--- config.mk ---
export PLATFORM = sky130hd
export DESIGN_NAME = aliens_march_ctrl
export DESIGN_NICKNAME = d
export VERILOG_FILES = /design/src/rtl/aliens_march_ctrl.sv
export SDC_FILE = /design/constraint.sdc
export NUM_CORES = 1
export LEC_CHECK = 0
export ABC_CLOCK_PERIOD_IN_PS = 2350
export CAP_MARGIN = 10
export CORE_MARGIN = 2
export CORE_UTILIZATION = 50
export DETAILED_ROUTE_END_ITERATION = 10
export PLACE_DENSITY = 0.82
export SETUP_SLACK_MARGIN = 0.2
export SLEW_MARGIN = 20
export SYNTH_ARGS = -nofsm -noshare
export SYNTH_HDL_FRONTEND = slang
export SYNTH_SLANG_ARGS = --single-unit
--- constraint.sdc ---
create_clock -name clk -period 2.35 [get_ports clk]
set_input_delay 0.47 -clock clk [delete_from_list [all_inputs] [get_ports clk]]
set_output_delay 0.47 -clock clk [all_outputs]
set_load 0.03 [all_outputs]
--- src/rtl/aliens_march_ctrl.sv ---
// March command generator for the alien formation: frame-paced LEFT/RIGHT/DOWN
// pulses whose period shrinks as aliens are killed.
`timescale 1ns/1ps
module aliens_march_ctrl #(
   parameter int         BASE_PERIOD  = 30,
   parameter int         MIN_PERIOD   = 4,
   parameter int         SPEEDUP_STEP = 1,
   parameter logic [1:0] LEFT         = 2'd1,
   parameter logic [1:0] RIGHT        = 2'd2,
   parameter logic [1:0] DOWN         = 2'd3
) (
   input  logic       clk,
   input  logic       reset,
   input  logic       start,
   input  logic       frameTick,
   input  logic       canLeft,
   input  logic       canRight,
   input  logic       defeat,
   input  logic       victory,
   input  logic       killingAlien,
   output logic [1:0] motion,
   output logic       stepPulse,
   output logic [7:0] killCount,
   output logic       halted
);

   typedef enum logic [1:0] {IDLE, MARCH_R, MARCH_L, HALT} state_t;

   state_t      state, state_nxt;
   logic [7:0]  frame_cnt, frame_cnt_nxt, period;
   logic [1:0]  motion_nxt;
   logic        kill_prev, kill_edge, step_due;
   logic [15:0] slow_down, period_raw, period_calc;

   assign kill_edge = killingAlien & ~kill_prev & (state != HALT);

   // Subtraction saturates at zero before the floor is applied.
   always_comb begin
      slow_down   = 16'(killCount) * 16'(SPEEDUP_STEP);
      period_raw  = (slow_down >= 16'(BASE_PERIOD)) ? 16'd0 : 16'(BASE_PERIOD) - slow_down;
      period_calc = (period_raw < 16'(MIN_PERIOD)) ? 16'(MIN_PERIOD) : period_raw;
   end

   // >= rather than == so a period that shrank below the counter still fires next tick.
   assign step_due = (9'(frame_cnt) + 9'd1) >= 9'(period);

   always_ff @(posedge clk or negedge reset) begin
      if (!reset) state <= IDLE;
      else        state <= state_nxt;
   end

   always_comb begin
      state_nxt     = state;
      frame_cnt_nxt = frame_cnt;
      motion_nxt    = 2'd0;
      case (state)
         IDLE: begin
            if (start) begin
               state_nxt     = MARCH_R;
               frame_cnt_nxt = 8'd0;
            end
         end
         MARCH_R, MARCH_L: begin
            if (defeat || victory) begin
               state_nxt = HALT;
            end else if (frameTick) begin
               if (step_due) begin
                  frame_cnt_nxt = 8'd0;
                  if (state == MARCH_R) begin
                     if (canRight) motion_nxt = RIGHT;
                     else begin
                        motion_nxt = DOWN;
                        state_nxt  = MARCH_L;
                     end
                  end else begin
                     if (canLeft) motion_nxt = LEFT;
                     else begin
                        motion_nxt = DOWN;
                        state_nxt  = MARCH_R;
                     end
                  end
               end else begin
                  frame_cnt_nxt = frame_cnt + 8'd1;
               end
            end
         end
         HALT:    state_nxt = HALT;
         default: state_nxt = IDLE;
      endcase
   end

   always_ff @(posedge clk or negedge reset) begin
      if (!reset) begin
         frame_cnt <= 8'd0;
         motion    <= 2'd0;
         stepPulse <= 1'b0;
         halted    <= 1'b0;
         kill_prev <= 1'b0;
         killCount <= 8'd0;
         period    <= 8'(BASE_PERIOD);
      end else begin
         frame_cnt <= frame_cnt_nxt;
         motion    <= motion_nxt;
         stepPulse <= (motion_nxt != 2'd0);
         halted    <= (state_nxt == HALT);
         kill_prev <= killingAlien;
         if (kill_edge && killCount != 8'hFF) killCount <= killCount + 8'd1;
         period    <= period_calc[7:0];
      end
   end

endmodule

==> flow_summary.toml <==
[placed_design]
dpl.cell_count = 256
preCtsSetupSlack_ns = -0.111
io_buffers = 20
gp_congestion = 0.851
hpwl_mm = 2.86

[floorplan]
die_h_um = 64.4
io_pins = 21
die_width_um = 64.4
rows = 21
start_util = 0.534
die-area_um2 = 4150
core_um2 = 3420

[worst_setup_path]
cpPeakStageDelay_ns = 0.41
critPathBufInv = 0
worst-path-max-fanout = 4
path_class = "reg2reg"
critPathTopFamily = "compound AO/OA/AOI/OAI gates"
worstPathCellList = "ha_4 > nand3_2 > xnor2_2 > ha_1 > a21o_1 > a221oi_4 > nand2_2 > o211ai_1 > and4bb_2"
cp.required_ns = 2.62
arrival_ns = 2.72
setup.worst_path.end_class = "flop"
startpoint_type = "flop"
r2r_slack_ns = -0.1
cp_slowest_cell = "dfrtp_1"

[timing]
fin_crit_ns = 2.45
slew_viol_final = 0
tightest_slew_ns = 0.525
report.final.hold_viol_count = 0
finalClockSkew_ns = 0.00907
hold_slack_ns = 0.530
rsz0062_at_grt = "yes"
fmax_mhz = 408
slew_headroom = 0.646
finalCritPeriodShare = 1.04
setup_viol = 11
fin_ws_ns = -0.0995

[finish]
syn2layout_area_growth_pct = 29.4
fin_util = 0.691
fin_cells = 268
layout.nets = 244
antenna_cells = 0
fillers = 270
final_layout_size_suffix_gt1_frac = 0.266

[global_routing]
grt.total_usage = 0.210
grt_pass1_vias = 1432
grt_max_degree = 32
grt_overflow = 0
grt_antenna_before_repair = 0
grt_pass1_wl_mm = 6.64

[synthesis]
synth_edf_count = 0
seq_area_frac_synth = 0.428
yosys_register_bits = 31
synth_largest_area_cell = "dfrtp_1"
syn_area_per_cell_um2 = 10.4
synth.cell_area_um2 = 1820
async_flop_share = 1.00
synth_flop_cell = "dfrtp_1"
synth.top_cell.area_share = 0.370
netlist_instances = 176
yosysWarnings = 0
synthTopCellsByArea = "dfrtp_1 37%, ha_1 9.6%, dfstp_2 5.8%"
ys_types = 46

[detailed_routing]
postRouteAntennaNets = 0
drc = 0
vias = 1447
drtIter0Drc = 98
firstDrtPassIters = 4
totalWireLength_mm = 3.96
wire_per_inst_um = 14.8
viasPerCell = 5.40

[clock_tree]
cts_root_buf = "clkbuf_4"
path_clk_slew_ns = 0.10
worstSkewPairLatency_ns = 0.32
numCtsBuffers = 5
cts_hold_buf = 0
cts_sinks = 31
clockBufferDepth = 2
cts_tree = "built"
ctsHtreeMaxLevel = 2

[pwr]
power.leakage_nw = 1.06
power_density_nw_per_um2 = 379
worst_ir_drop_vdd_mv = 0.354
power.total_mw = 0.895

[job]
max_cap_viol_count = 0

[outcome]
status = "finished with violations"
violations = "negative setup slack"

[hold_path]
hp-class = "reg2reg"
power by group:
| group | switching (mW) | internal, mW | leakage (nW) |
|---|---|---|---|
| combinational | 0.0204 | 0.0185 | 0.637 |
| clock | 0.174 | 0.145 | 0.0353 |
| sequential | 0.000675 | 0.536 | 0.391 |
| total | 0.195 | 0.699 | 1.06 |
layout by cell type (no fill, tap or decap), types with 6 or more instances in the layout:
master / count
nand2_1: 10
ha_1: 13
nor2_1: 10
nand3_1: 6
clkdlybuf4s50_1: 20
dfrtp_1: 27
inv_1: 13
xnor2_1: 8
buf_4: 20
a21oi_1: 6
cell usage after synthesis (2+ instances only):
| cell type | instances |
|---|---|
| inv_1 | 13 |
| a211oi_1 | 3 |
| a21o_1 | 3 |
| nand3_1 | 8 |
| nand3_2 | 2 |
| a22o_1 | 4 |
| xnor2_1 | 9 |
| and3_4 | 2 |
| nor2b_1 | 3 |
| mux2_2 | 2 |
| buf_2 | 2 |
| o21ai_0 | 4 |
| nor2_1 | 12 |
| xor2_1 | 5 |
| ha_1 | 14 |
| o21ai_1 | 2 |
| dfstp_2 | 4 |
| nand4_1 | 3 |
| nand2_1 | 11 |
| and2_1 | 2 |
| nand2b_1 | 4 |
| a21oi_1 | 7 |
| a221o_1 | 3 |
| nor3_1 | 6 |
| dfrtp_1 | 27 |
per-layer routing:
| layer | vias to the layer above | global-route usage | routed length [um] |
|---|---|---|---|
| met2 | 31 | 0.361 | 2080 |
| met1 | 702 | 0.263 | 1700 |
| met4 | 0 | 0.0638 | 53 |
| met5 | - | 0 | 0 |
| met3 | 5 | 0.0475 | 123 |
| li1 | 709 | - | - |
final cells by class:
| cell class | count | area [um^2] | area share |
|---|---|---|---|
| Clock buffer | 7 | 55.1 | 0.0233 |
| Clock inverter | 1 | 5.00 | 0.00212 |
| Inverter | 13 | 48.8 | 0.0207 |
| Multi-Input combinational cell | 129 | 1050 | 0.446 |
| Sequential cell | 31 | 781 | 0.331 |
| Tap cell | 46 | 57.6 | 0.0244 |
| Timing Repair Buffer | 41 | 362 | 0.153 |
worst paths after layout:
path / start / to / cells after the start
worst max register to register: frame_cnt[1]$_DFFE_PN0P_ / halted$_DFF_PN0_ / 9
max in group asynchronous: reset / period[3]$_DFF_PN1_ / 2
min in group asynchronous: reset / frame_cnt[1]$_DFFE_PN0P_ / 2
worst min-delay path: killCount[7]$_DFFE_PN0P_ / killCount[7]$_DFFE_PN0P_ / 1
worst max-delay path: frame_cnt[1]$_DFFE_PN0P_ / halted$_DFF_PN0_ / 9
worst min register to register: killCount[7]$_DFFE_PN0P_ / killCount[7]$_DFFE_PN0P_ / 1
per-stage QoR:
stage	TNS (ns)	cell area, um^2
2_1_floorplan	-0.405	1840
3_3_place_gp	-0.0376	2200
3_5_place_dp	-1.01	2200
4_1_cts	-0.456	2330
5_1_grt	-2.62	2360
6_report	-0.867	2360
what timing repair did:
action,in CTS,in global routing
resized for setup,11,2
setup endpoints to repair,14,14
pin swaps,7,9
setup buffers,2,2
sequential cells by signal (all words and copies together) (netlist names):
name	count
period	8
halted	1
killCount	8
stepPulse	1
state	2
frame_cnt	8
kill_prev	1
motion	2
cell families (layout without fill, tap and decap cells):
| group | Yosys count | in the layout | synth area share |
|---|---|---|---|
| AND/OR/NAND/NOR | 62 | 62 | 0.206 |
| AO/OA/AOI/OAI | 35 | 35 | 0.150 |
| flip-flops | 31 | 31 | 0.428 |
| buffers and inverters | 17 | 62 | 0.0391 |
| adder cells (fa/ha/maj) | 14 | 14 | 0.0960 |
| XOR/XNOR | 14 | 14 | 0.0672 |
| multiplexers | 2 | 2 | 0.0123 |
| other | 1 | 2 | 0.00206 |
Power figures use the tool's default switching activity.
